<file path="src/rtl/tetris_stat_pkg.sv">
// Shared types and constants for the statistics display character streamer.
package tetris_stat_pkg;

  localparam int unsigned STAT_DIGITS        = 6;
  localparam logic [3:0]  BLANK_CODE_DEFAULT = 4'hF;

  typedef enum logic [1:0] {
    ST_IDLE = 2'd0,
    ST_LOAD = 2'd1,
    ST_SEND = 2'd2,
    ST_DONE = 2'd3
  } state_e;

  typedef enum logic [1:0] {
    ROW_SCORE = 2'd0,
    ROW_LINES = 2'd1,
    ROW_LEVEL = 2'd2
  } row_e;

  // One character request towards the drawer.
  typedef struct packed {
    logic [3:0] code;
    row_e       row;
    logic [2:0] col;
  } char_req_t;

  function automatic row_e next_row(input row_e r);
    case (r)
      ROW_SCORE: next_row = ROW_LINES;
      ROW_LINES: next_row = ROW_LEVEL;
      default:   next_row = ROW_LEVEL;
    endcase
  endfunction

endpackage

</file>
<file path="src/rtl/bcd_lzb.sv">
// Leading-zero blank mask for one BCD row; bit c of blank_o covers column c
// (column 0 = most-significant digit). The last column is never blanked.
module bcd_lzb #(
  parameter int unsigned DIGITS = 6
) (
  input  logic [4*DIGITS-1:0] bcd_i,
  output logic [DIGITS-1:0]   blank_o
);

  logic seen_nz;

  always_comb begin
    blank_o = '0;
    seen_nz = 1'b0;
    for (int c = 0; c < int'(DIGITS) - 1; c++) begin
      if (bcd_i[4*(int'(DIGITS)-1-c) +: 4] != 4'd0) seen_nz = 1'b1;
      blank_o[c] = ~seen_nz;
    end
  end

endmodule

</file>
<file path="src/rtl/tetris_stat_disp.sv">
// Streams the score/lines/level rows as per-digit character requests to a drawer.
// Define TETRIS_STAT_DISP_LZB_EN to enable leading-zero blanking.
module tetris_stat_disp
  import tetris_stat_pkg::*;
#(
  parameter logic [3:0]  BLANK_CODE = BLANK_CODE_DEFAULT,
  parameter int unsigned DIGITS     = STAT_DIGITS
) (
  input  logic                clk,
  input  logic                srst_n,
  input  logic [4*DIGITS-1:0] score_i,
  input  logic [4*DIGITS-1:0] lines_i,
  input  logic [4*DIGITS-1:0] level_i,
  input  logic                update_i,
  input  logic                level_changed_i,
  output logic                char_valid_o,
  input  logic                char_ready_i,
  output logic [3:0]          char_code_o,
  output logic [1:0]          char_row_o,
  output logic [2:0]          char_col_o,
  output logic                busy_o,
  output logic                frame_done_o
);

  localparam int unsigned W        = 4 * DIGITS;
  localparam logic [2:0]  LAST_COL = 3'(DIGITS - 1);

  state_e    state_q, state_d;
  logic      pending_q, pending_d;
  logic [W-1:0] score_q, score_d;
  logic [W-1:0] lines_q, lines_d;
  logic [W-1:0] level_q, level_d;
  char_req_t char_q, char_d;
  logic      valid_q, valid_d;
  logic      busy_q, busy_d;
  logic      done_q, done_d;

  logic         start_c, xfer_c, last_c, present_c;
  row_e         pos_row_c;
  logic [2:0]   pos_col_c;
  logic [W-1:0] row_bcd_c;
  logic [DIGITS-1:0] blank_c;
  logic [3:0]   digit_c;
  logic         blank_sel_c;

  assign start_c = update_i | level_changed_i;
  assign xfer_c  = valid_q & char_ready_i;
  assign last_c  = (char_q.row == ROW_LEVEL) && (char_q.col == LAST_COL);

  // Sequencing; present_c requests a new character at pos_row_c/pos_col_c.
  always_comb begin
    state_d   = state_q;
    pending_d = pending_q | start_c;
    score_d   = score_q;
    lines_d   = lines_q;
    level_d   = level_q;
    valid_d   = valid_q;
    done_d    = 1'b0;
    present_c = 1'b0;
    pos_row_c = ROW_SCORE;
    pos_col_c = 3'd0;
    case (state_q)
      ST_IDLE: begin
        if (pending_q) begin
          state_d   = ST_LOAD;
          pending_d = 1'b0;
        end
      end
      ST_LOAD: begin
        score_d   = score_i;
        lines_d   = lines_i;
        level_d   = level_i;
        state_d   = ST_SEND;
        valid_d   = 1'b1;
        present_c = 1'b1;
      end
      ST_SEND: begin
        if (xfer_c) begin
          if (last_c) begin
            state_d = ST_DONE;
            valid_d = 1'b0;
            done_d  = 1'b1;
          end else begin
            present_c = 1'b1;
            if (char_q.col == LAST_COL) begin
              pos_row_c = next_row(char_q.row);
              pos_col_c = 3'd0;
            end else begin
              pos_row_c = char_q.row;
              pos_col_c = char_q.col + 3'd1;
            end
          end
        end
      end
      ST_DONE: state_d = ST_IDLE;
      default: state_d = ST_IDLE;
    endcase
    busy_d = (state_d != ST_IDLE);
  end

  // Row source is the next-cycle shadow, so the LOAD snapshot feeds the first character.
  always_comb begin
    case (pos_row_c)
      ROW_LINES: row_bcd_c = lines_d;
      ROW_LEVEL: row_bcd_c = level_d;
      default:   row_bcd_c = score_d;
    endcase
  end

`ifdef TETRIS_STAT_DISP_LZB_EN
  bcd_lzb #(
    .DIGITS (DIGITS)
  ) u_lzb (
    .bcd_i   (row_bcd_c),
    .blank_o (blank_c)
  );
`else
  assign blank_c = '0;
`endif

  always_comb begin
    digit_c     = 4'd0;
    blank_sel_c = 1'b0;
    for (int c = 0; c < int'(DIGITS); c++) begin
      if (pos_col_c == 3'(c)) begin
        digit_c     = row_bcd_c[4*(int'(DIGITS)-1-c) +: 4];
        blank_sel_c = blank_c[c];
      end
    end
    char_d = char_q;
    if (present_c) begin
      char_d.row  = pos_row_c;
      char_d.col  = pos_col_c;
      char_d.code = blank_sel_c ? BLANK_CODE : digit_c;
    end
  end

  always_ff @(posedge clk) begin
    if (!srst_n) begin
      state_q   <= ST_IDLE;
      pending_q <= 1'b1;
      score_q   <= '0;
      lines_q   <= '0;
      level_q   <= '0;
      char_q    <= '0;
      valid_q   <= 1'b0;
      busy_q    <= 1'b0;
      done_q    <= 1'b0;
    end else begin
      state_q   <= state_d;
      pending_q <= pending_d;
      score_q   <= score_d;
      lines_q   <= lines_d;
      level_q   <= level_d;
      char_q    <= char_d;
      valid_q   <= valid_d;
      busy_q    <= busy_d;
      done_q    <= done_d;
    end
  end

  assign char_valid_o = valid_q;
  assign char_code_o  = char_q.code;
  assign char_row_o   = char_q.row;
  assign char_col_o   = char_q.col;
  assign busy_o       = busy_q;
  assign frame_done_o = done_q;

endmodule

</file>
<file path="config.mk">
export PLATFORM = sky130hd
export DESIGN_NAME = tetris_stat_disp
export DESIGN_NICKNAME = d
export VERILOG_FILES = /design/src/rtl/tetris_stat_pkg.sv /design/src/rtl/bcd_lzb.sv /design/src/rtl/tetris_stat_disp.sv
export SDC_FILE = /design/constraint.sdc
export NUM_CORES = 1
export LEC_CHECK = 0
export ABC_AREA = 1
export BUFFER_PORTS_ARGS = -buffer_cell sky130_fd_sc_hd__buf_2
export CAP_MARGIN = 0
export CORE_ASPECT_RATIO = 0.9
export CORE_MARGIN = 3
export CORE_UTILIZATION = 51
export CTS_BUF_LIST = sky130_fd_sc_hd__clkbuf_8 sky130_fd_sc_hd__clkbuf_16
export CTS_CLUSTER_SIZE = 28
export DETAILED_ROUTE_END_ITERATION = 16
export GPL_ROUTABILITY_DRIVEN = 0
export PLACE_DENSITY = 0.75
export SLEW_MARGIN = 5
export SYNTH_ARGS = -nofsm -noshare
export SYNTH_HDL_FRONTEND = slang
export SYNTH_HIERARCHICAL = 1
export SYNTH_SLANG_ARGS = --single-unit
</file>
<file path="constraint.sdc">
create_clock -name clk -period 3.3 [get_ports clk]
set_clock_uncertainty 0.2 [all_clocks]
set_input_delay 0.66 -clock clk [delete_from_list [all_inputs] [get_ports clk]]
set_output_delay 0.66 -clock clk [all_outputs]
set_load 0.03 [all_outputs]
</file>
# Word-level counts from Yosys, hierarchy flattened
# Index checks and enable logic that the tools add are counted.
# op_classes
eq_ne,14
mux,32
addsub,1
n_bitwise,3
n_reduce_logical,8
# ops
cell,n
$mux W24,3
$pmux W24 S2,1
$mux W4,6
$mux W2,8
$mux W3,4
$eq A3 B3 Y1 const B,3
$eq A2 B2 Y1 const B,4
$pmux W2 S4,1
$mux W1,7
$eq A3 B2 Y1 const B,2
$reduce_and A3 Y1,2
$eq A2 B1 Y1 const B,2
$logic_not A2 Y1,2
$ne A2 B2 Y1 const B,2
$pmux W1 S2,2
$reduce_bool A2 Y1,2
$add A3 B1 Y3 const B,1
$eq A3 B1 Y1 const B,1
$logic_not A3 Y1,1
$or A1 B1 Y1,2
$and A1 B1 Y1,1
$logic_and A1 B1 Y1,1
# word_totals
elab_cells,69
inputBits,77
output_inout_bits,12
regBits,87

# Depth between registers and ports, before layout
# Gate-level depths: netlist of the first run.
# depth
word_depth,14
ltp_mapped,17
ltp_nobuf,16

# Least setup slack after synthesis of the first run
# OpenSTA, ideal clock, no wires.
# synth_path
kind,flip-flop to flip-flop
from,"reg char_q, in the netlist char_col_o[1]"
to,"reg char_q, in the netlist char_code_o[0]"
synth_period_minus_slack_ns,2.629
setup_time_ns,0.115
arrival_time_ns,2.314
path_buffers,1
required_ns,2.985
path_stages_with_launch,15
setup_slack_ns,0.671
path_cell_list,dfxtp_1 -> nand3b_2 -> inv_1 -> or2_2 -> nand4_1 -> ha_1 -> inv_2 -> clkbuf_1 -> nand3_1 -> nand2_1 -> nand2_1 -> inv_1 -> nand4_1 -> nor2_1 -> nor2_1
# synth_via
elab_chain_len,13
word_cells_on_any_way,29
classes_between,add/sub (1); eq/ne (8); mux (18); reduce/logical (2)
# synth_lines
element,line,rtl
start: declaration,tetris_stat_disp.sv:33,"char_req_t char_q, char_d;"
start signal: assignment,tetris_stat_disp.sv:155,char_q <= char_d;
$eq A3 B3 Y1,"tetris_stat_disp.sv:48, tetris_stat_disp.sv:85",
$mux W2 / $logic_and A1 B1 Y1 (equally long branches),"tetris_stat_disp.sv:85, tetris_stat_disp.sv:48",
$mux W2,tetris_stat_disp.sv:79,if (last_c) begin
$mux W2,tetris_stat_disp.sv:78,if (xfer_c) begin
$mux W2,tetris_stat_disp.sv:62,case (state_q)
$eq A2 B2 Y1 / $eq A2 B1 Y1 (equally long branches),tetris_stat_disp.sv:103,case (pos_row_c)
$pmux W24 S2,tetris_stat_disp.sv:103,
$mux W4 (6 in a row),tetris_stat_disp.sv:125,if (pos_col_c == 3'(c)) begin
# Several ways; a longest one is shown, not always the timed one.
# A chain may end at the register's enable or synchronous reset.

# Worst setup path in the final report of the first run
# layout_path
from,reg state_q[0]
to,"reg char_q, in the netlist char_code_o[2]"
# layout_via
elab_chain_len,10
word_cells_on_any_way,23
classes_between,eq/ne (9); mux (13); reduce/logical (1)
# layout_lines
element,line,rtl
start: declaration,tetris_stat_disp.sv:28,"state_e state_q, state_d;"
start signal: assignment,tetris_stat_disp.sv:150,state_q <= state_d;
$eq A2 B2 Y1 *,tetris_stat_disp.sv:62,
$mux W2 *,tetris_stat_disp.sv:62,
via pos_row_c[0],tetris_stat_disp.sv:39,row_e pos_row_c;
$eq A2 B2 Y1 / $eq A2 B1 Y1 (equally long branches),tetris_stat_disp.sv:103,
$pmux W24 S2 *,tetris_stat_disp.sv:103,
$mux W4 (5 in a row),tetris_stat_disp.sv:125,
$mux W4 *,tetris_stat_disp.sv:125,
# Mark *: on every way through the listed nets, which the timed path passes. The rest lies on a longest branch.

==> flow_summary.json, run 1 <==
{
  "outcome": "complete, no violations",
  "synth-simple-area-share_pct": 37.4,
  "whs_ns": 0.273,
  "synth-compound-area-share_pct": 10.1,
  "insertion_delay_ns": 0.36,
  "hp-class": "reg2reg",
  "fin_ws_ns": 0.425,
  "rr_endpoint": "char_code_o[2]",
  "cts_tree": "done",
  "drt-initial-drc-count": 291,
  "hpwl_mm": 8.25,
  "cts_buffer_depth": 2,
  "synth_top_family_by_area": "simple AND/OR/NAND/NOR gates",
  "die_h_um": 94.6,
  "post-route-period-util_pct": 87.1,
  "grt.overflow.total": 0,
  "synthCells": 685,
  "critical_path_arrival_ns": 2.98,
  "combPwrFrac_pct": 43.8,
  "vias": 4434,
  "switching_share_pct": 42.6,
  "sequentialPowerShare_pct": 35.8,
  "detail-route-antenna-nets": 0,
  "timing.final.max_slew_violations": 0,
  "nNetsFinal": 837,
  "cp-endpoint": "char_code_o[2]",
  "num_rows": 31,
  "setup_viol": 0,
  "synthesis.nets": 768,
  "synth.area.mux_share_pct": 0,
  "yosysUniqueCellTypes": 37,
  "synth_fa_ha_area_share_pct": 1.69,
  "ioPinCount": 89,
  "stdcell_area_mm2": 0.00510,
  "maxCapViolations": 0,
  "fin_crit_ns": 2.88,
  "async_flop_share_pct": 0,
  "clock-sinks": 87,
  "worstSetupEndpointType": "flip-flop",
  "leakagePower_uw": 0.00257,
  "relSlewSlack_pct": 49.7,
  "die_area_mm2": 0.00988,
  "cts_buffers": 9,
  "antenna_found_initial": 0,
  "reg2reg_slack_ns": 0.42,
  "grt_pass1_vias": 4032,
  "setup-tns-final_ns": 0,
  "r2r.worst_path.cells": 13,
  "postCtsResizedCells": 0,
  "rr_startpoint": "state_q[0]",
  "syn_area_mm2": 0.00445,
  "ys_seq_area_share_pct": 39.1,
  "htreeDepth": 3,
  "grt.total_usage_pct": 23.4,
  "rsz0062_at_grt": "false",
  "max_freq_mhz": 348,
  "start_kind": "flip-flop",
  "die_w_um": 104,
  "dr.pass1.iters": 5,
  "routed_via_density": 5.07,
  "power_density_mw_per_mm2": 823,
  "placedInstanceArea_mm2": 0.00487,
  "ys.flop_type": "dfxtp_1",
  "antenna_cells": 0,
  "synth_seq_cells": 87,
  "synth-xor-area-share_pct": 0,
  "syn_area_per_cell_um2": 6.50,
  "coreArea_mm2": 0.00826,
  "finalHoldViolCount": 0,
  "layout-drive-gt1-share_pct": 17.8,
  "vdd_ir_drop_max_mv": 0.483,
  "grt_max_degree": 78,
  "routedWlPerCell_um": 13.0,
  "crit_type": "reg2reg",
  "cp_data_required_time_ns": 3.41,
  "clk_pin_slew_ns": 0.09,
  "area_growth_pct": 14.6,
  "worst_pin_slew_ns": 0.755,
  "grt_pass1_wl_mm": 18.7,
  "cts_setup_buffers": 0,
  "cp-startpoint": "state_q[0]",
  "port_buffers": 88,
  "drc_errors": 0,
  "p_clk_share_pct": 20.4,
  "cts_hold_buffers": 0,
  "synth-edff-count": 0,
  "routed_wl_mm": 11.4,
  "intPower_uw": 2410,
  "cp_max_fo": 21,
  "dp_slack_ns": 0.413,
  "ys.warnings.count": 6,
  "p_total_uw": 4200,
  "clock-root-buffer": "clkbuf_8",
  "p_sw_uw": 1790,
  "start_util_pct": 53.9
}
-- per-layer routing --
metal	vias to the layer above	global-route usage, %	part of all wire [%]
li1	2258	-	-
met1	1975	32.6	47
met2	183	36.5	44
met3	18	5.54	7.8
met4	0	6.42	1.3
met5	-	0	0
-- sequential cells by signal (all words and copies together), names as in the netlist --
register      count
char_row_o        2
char_col_o        3
state_q           2
char_code_o       4
char_valid_o      1
frame_done_o      1
level_q          24
lines_q          24
score_q          24
busy_o            1
pending_q         1
-- layout make-up --
cell class | instances | area, um2
clock buffers | 10 | 138
clock inverters | 6 | 92.6
fillers | 790 | 3160
inverters | 81 | 312
multi-input cells | 483 | 2190
flip-flops and latches | 87 | 1740
well taps | 115 | 144
repair buffers | 92 | 483
-- cells in the final DEF, fill, tap and decap left out, drive strengths merged --
| cell | n |
|---|---|
| dfxtp | 87 |
| clkinv | 1 |
| a311oi | 1 |
| o22ai | 5 |
| o211ai | 2 |
| clkinvlp | 2 |
| nor2 | 75 |
| or2 | 9 |
| nand3 | 55 |
| nand3b | 1 |
| clkbuf | 10 |
| ha | 6 |
| nor4 | 1 |
| a22oi | 1 |
| nand2 | 255 |
| buf | 92 |
| o21ai | 25 |
| inv | 82 |
| nand4 | 5 |
| a211oi | 1 |
| a21oi | 39 |
| o31ai | 1 |
| bufinv | 2 |
| a31oi | 1 |
-- synthesized netlist by cell type (all sizes together) (2+ instances only) --
library cell / number / share of area (%)
o21ai: 25 / 3.5
ha: 6 / 1.7
clkbuf: 11 / 0.93
a21oi: 39 / 4.5
nand3: 55 / 6.3
o211ai: 2 / 0.45
nand4: 5 / 0.70
nand2: 255 / 22
dfxtp: 87 / 39
nor2: 75 / 6.7
o22ai: 5 / 0.70
or2: 9 / 1.3
buf: 23 / 3.8
inv: 81 / 7.0
-- stage by stage --
step / utilization [%] / instances
finish: 61.7 / 874
global route: 61.7 / 874
CTS: 61.7 / 874
detailed placement: 58.9 / 858
global placement: 58.9 / 858
floorplan: - / 685
-- how the worst min path moves through the flow --
stage | startpoint | endpoint | slack, ns | cells past startpoint
3_3_place_gp | lines_q[10] | lines_q[10] | 0.25 | 2
6_report | score_q[22] | score_q[22] | 0.27 | 2
5_1_grt | level_q[7] | level_q[7] | 0.29 | 2
3_5_place_dp | score_q[12] | score_q[12] | 0.26 | 2
2_1_floorplan | lines_q[10] | lines_q[10] | 0.24 | 2
4_1_cts | score_q[12] | score_q[12] | 0.28 | 2
-- power by group through the flow --
stage	Combinational [uW]	Clock, uW	Sequential, uW
after floorplan	1430	0	1580
after global placement	1780	0	1510
after detailed placement	1810	0	1530
after CTS	1820	872	1500
after global routing	2080	926	1530
final	1840	856	1500
-- kinds of logic after synthesis --
logic type,after synthesis
AO/OA/AOI/OAI,76
AND/OR/NAND/NOR,401
adder cells (fa/ha/maj),6
flip-flops,87
buffers and inverters,115
-- worst max-delay path: stages (launching register included) --
cell and delay (ns):
dfxtp_1 0.33, inv_1 0.15, ha_1 0.22, inv_1 0.13, nor2_8 0.17, nand4_1 0.17, inv_1 0.11, ha_1 0.65
inv_1 0.20, o22ai_1 0.23, o21ai_1 0.08, nand2_1 0.06, nor2_1 0.04, nor2_1 0.07
No activity file was read; power rests on OpenSTA's default activity.
==> run 2: changes to the inputs <==
==> constraint.sdc (replaced) <==
create_clock -name clk -period 3.6 [get_ports clk]
set_clock_uncertainty 0.2 [all_clocks]
set_input_delay 0.36 -clock clk [delete_from_list [all_inputs] [get_ports clk]]
set_output_delay 0.36 -clock clk [all_outputs]
set_load 0.03 [all_outputs]
==> flow_summary.json, run 2 (synthesized netlist as in run 1, its figures left out) <==
{
  "outcome": "complete, no violations",
  "cts_tree": "done",
  "hpwl_mm": 8.21,
  "grt_max_degree": 70,
  "die_h_um": 94.6,
  "cts_buffer_depth": 2,
  "grt_pass1_wl_mm": 18.5,
  "clock-sinks": 87,
  "antenna_found_initial": 0,
  "max_freq_mhz": 312,
  "max_stage_delay_ns": 0.74,
  "grt_pass1_vias": 4022,
  "cts_hold_buffers": 0,
  "dr.pass1.iters": 6,
  "port_buffers": 88,
  "num_rows": 31,
  "layout-drive-gt1-share_pct": 17.6,
  "insertion_delay_ns": 0.35,
  "grt.busiest_layer": "met2",
  "grt.overflow.total": 0,
  "maxCapViolations": 0,
  "routed_wl_mm": 11.2,
  "timing.final.max_slew_violations": 0,
  "start_util_pct": 53.9,
  "relSlewSlack_pct": 44.0,
  "cp_max_fo": 28,
  "crit_path_frequent_cell": "nor2_1",
  "routedWlPerCell_um": 12.9,
  "top_regs": "level_q x24, lines_q x24, score_q x24",
  "post-route-period-util_pct": 89.1,
  "setup_viol": 0,
  "htreeDepth": 3,
  "setup-tns-final_ns": 0,
  "worst_pin_slew_ns": 0.840,
  "die_w_um": 104,
  "nNetsFinal": 838,
  "die_area_mm2": 0.00988,
  "crit_path_top_delay_cell": "ha_1",
  "final_common_cell": "nand2_1",
  "antenna_cells": 0,
  "whs_ns": 0.0652,
  "crit_type": "reg2reg",
  "area_growth_pct": 14.3,
  "use_met3_pct": 4.37,
  "hp-class": "in2reg",
  "ioPinCount": 89,
  "vdd_ir_drop_max_mv": 0.352,
  "drc_errors": 0,
  "fin_crit_ns": 3.21,
  "worstSetupEndpointType": "flip-flop",
  "finalHoldViolCount": 0,
  "coreArea_mm2": 0.00826,
  "vias": 4349,
  "instances_no_fill": 872,
  "leakagePower_uw": 0.00257,
  "grt.total_usage_pct": 23.1,
  "cts_buffers": 9,
  "fill_cells": 791,
  "routed_via_density": 4.99,
  "power_density_mw_per_mm2": 754,
  "clock-root-buffer": "clkbuf_8",
  "start_kind": "flip-flop",
  "cts_setup_buffers": 0,
  "seq_area_mm2": 0.00174,
  "rsz0062_at_grt": "false",
  "critical_path_arrival_ns": 3.25,
  "clk_pin_slew_ns": 0.09,
  "detail-route-antenna-nets": 0,
  "dp_cells": 859,
  "use_met2_pct": 36.7,
  "grtUsageMet1_pct": 31.8,
  "multiInputGateArea_mm2": 0.00219,
  "final_cell_mix": "nand2_1, buf_2, dfxtp_1, inv_1, nor2_1",
  "final_util_pct": 61.5,
  "cp_data_required_time_ns": 3.65,
  "drt-initial-drc-count": 316,
  "worstPathCellList": "inv_1 > ha_1 > inv_1 > nor2_8 > nand4_1 > ha_1 > inv_2 > nor2_1 > nor2_1 > nand2_1 > nand2_1 > inv_1 > nand4_1 > nor2_1 > nor2_1",
  "postCtsResizedCells": 0
}
## run 2: worst max-delay path, delay by kind of cell (launching register included)
kind	cells	cell delay (ns)
buffers and inverters	4	0.66
adder cells (fa/ha/maj)	2	0.95
flip-flops	1	0.33
AND/OR/NAND/NOR	9	0.96
## run 2: path summary, 6_finish.rpt
| check | from | to | slack, ns | depth (start not counted) |
|---|---|---|---|---|
| worst max-delay path | state_q[0] | char_code_o[2] | 0.39 | 15 |
| worst min-delay path | update_i | pending_q | 0.07 | 3 |
| worst max register to register | state_q[0] | char_code_o[2] | 0.39 | 15 |
| worst min register to register | level_q[7] | level_q[7] | 0.27 | 2 |
## run 2: final cells by class
class                           instances  share of cell area (%)
Clock buffer                            9                    2.44
Clock inverter                          4                    1.92
Inverter                               81                    6.13
Multi-Input combinational cell        483                    43.0
Sequential cell                        87                    34.3
Tap cell                              115                    2.83
Timing Repair Buffer                   93                    9.40
## run 2: through the flow
stage,area (um2),power (uW),setup WS [ns]
2_1_floorplan,4450,2760,0.971
3_3_place_gp,4860,3010,0.655
3_5_place_dp,4860,3060,0.481
4_1_cts,5080,3850,0.444
5_1_grt,5080,4160,0.0823
6_report,5080,3830,0.394
## run 2: metal layers
metal | vias up | wire length, um
met5 | - | 0
met4 | 0 | 220
met3 | 17 | 923
met2 | 169 | 4910
met1 | 1910 | 5160
li1 | 2253 | -
## run 2: power by group
part / total, uW / switching (uW) / internal, uW
Combinational: 1680 / 1150 / 530
Sequential: 1380 / 106 / 1270
Clock: 781 / 331 / 450
==> run 3: changes to the inputs <==
==> constraint.sdc (replaced) <==
create_clock -name clk -period 3 [get_ports clk]
set_clock_uncertainty 0.2 [all_clocks]
set_input_delay 0.3 -clock clk [delete_from_list [all_inputs] [get_ports clk]]
set_output_delay 0.3 -clock clk [all_outputs]
set_load 0.03 [all_outputs]
==> flow_summary.json, run 3 (synthesized netlist as in run 1, its figures left out) <==
{
  "grt_max_degree": 70,
  "whs_ns": -0.00465,
  "cts_setup_buffers": 0,
  "drt-initial-drc-count": 272,
  "start_util_pct": 53.9,
  "layout-drive-gt1-share_pct": 17.8,
  "detail-route-antenna-nets": 0,
  "die_w_um": 104,
  "grt_pass1_vias": 3953,
  "grt_pass1_wl_mm": 18.4,
  "die_h_um": 94.6,
  "antenna_found_initial": 0,
  "clock-root-buffer": "clkbuf_8",
  "clock-sinks": 87,
  "final_util_pct": 62.2,
  "finalHoldViolCount": 1,
  "final_common_cell": "nand2_1",
  "critical_path_arrival_ns": 2.77,
  "hp-class": "in2reg",
  "die_area_mm2": 0.00988,
  "start_kind": "flip-flop",
  "area_growth_pct": 15.4,
  "top_regs": "level_q x24, lines_q x24, score_q x24",
  "cp_max_fo": 20,
  "cp_data_required_time_ns": 3.06,
  "grt.overflow.total": 0,
  "coreArea_mm2": 0.00826,
  "num_rows": 31,
  "reg2reg_slack_ns": 0.29,
  "cts_tree": "done",
  "routed_wl_mm": 11.4,
  "vdd_ir_drop_max_mv": 0.346,
  "cts_buffers": 9,
  "dp_cells": 860,
  "fin_crit_ns": 2.71,
  "power_density_mw_per_mm2": 878,
  "cts_buffer_depth": 2,
  "antenna_cells": 0,
  "worstHoldStart": "level_i[1]",
  "stdcell_area_mm2": 0.00514,
  "dr.pass1.iters": 5,
  "drc_errors": 0,
  "nNetsFinal": 844,
  "relSlewSlack_pct": 51.3,
  "outcome": "complete, but fails checks",
  "rr_endpoint": "char_code_o[1]",
  "setup_viol": 0,
  "hold_depth": 3,
  "port_buffers": 88,
  "post-route-period-util_pct": 90.3,
  "worstSetupEndpointType": "flip-flop",
  "timing.final.max_slew_violations": 0,
  "holdPathEnd": "level_q[1]",
  "final_cell_mix": "nand2_1, buf_2, dfxtp_1, inv_1, nor2_1",
  "maxCapViolations": 0,
  "clk_pin_slew_ns": 0.09,
  "rsz0062_at_grt": "false",
  "max_freq_mhz": 369,
  "grt.total_usage_pct": 22.9,
  "rr_startpoint": "state_q[0]",
  "ioPinCount": 89,
  "routed_via_density": 4.98,
  "violations": "hold timing",
  "vias": 4382,
  "placedInstanceArea_mm2": 0.00488,
  "routedWlPerCell_um": 12.9,
  "hpwl_mm": 8.17,
  "insertion_delay_ns": 0.36,
  "r2r.worst_path.cells": 16,
  "leakagePower_uw": 0.00259,
  "htreeDepth": 3,
  "crit_type": "reg2reg",
  "worst_pin_slew_ns": 0.730,
  "instances_no_fill": 880,
  "setup-tns-final_ns": 0
}
==> run 3: changes by cell type in the layout (fill, tap and decap cells not counted), sizes merged <==
cell and change:
dlygate4sd3 +5, bufinv -2, clkbuf +2, buf +1
clkinv +1, inv +1
==> run 3: cell type report <==
type                            instances  area [um2]
Fill cell                             816        3130
Multi-Input combinational cell        483        2190
Sequential cell                        87        1740
Clock inverter                          4        46.3
Timing Repair Buffer                   99         548
Clock buffer                           11         151
Tap cell                              115         144
Inverter                               81         314
==> run 3: metrics by stage <==
step                hold WS (ns)  worst slack [ns]  power (uW)
floorplan                  0.244             0.371        3310
global placement           0.253             0.284        3620
detailed placement         0.257             0.139        3660
CTS                    0.0000276            0.0894        4510
global route             0.00471            0.0370        4880
finish                  -0.00465             0.291        4510
==> run 3: worst max path at each step <==
stage | from | end | depth (start not counted)
after floorplan | char_col_o[1] | char_code_o[0] | 14
after global placement | state_q[0] | char_code_o[2] | 13
after detailed placement | state_q[0] | char_code_o[2] | 13
after CTS | state_q[0] | char_code_o[1] | 13
after global routing | state_q[0] | char_code_o[0] | 17
final | state_q[0] | char_code_o[1] | 16
==> run 3: critical path: stages, from the launching register on <==
cell and delay (ns):
dfxtp_1 0.32, inv_1 0.14, ha_1 0.21, inv_1 0.13, nor2_8 0.17, nand4_1 0.17, ha_1 0.39, buf_4 0.25
nand3_1 0.12, nand2_1 0.09, inv_1 0.06, nand2_1 0.07, nand2_1 0.05, inv_1 0.04, nand4_1 0.06, nor2_1 0.09
nor2_1 0.05
==> run 3: what timing repair did <==
item,in CTS,in global routing
hold buffers,5,0
gates resized for setup,0,3
setup endpoints to repair,0,4
hold endpoints to repair,4,0
==> run 3: metal layers <==
layer / up-vias / part of all wire (%) / wire length [um] / GRT usage (%)
li1: 2264 / - / - / -
met1: 1958 / 48 / 5460 / 31.9
met2: 151 / 45 / 5060 / 36.3
met3: 9 / 6.4 / 732 / 5.13
met4: 0 / 1.0 / 114 / 5.65
met5: - / 0 / 0 / 0
==> run 3: where the power goes <==
group	leakage (uW)	switching, uW	internal [uW]	total (uW)
Sequential	0.000713	124	1520	1650
Clock	0.000103	416	422	837
Combinational	0.00178	1370	650	2020
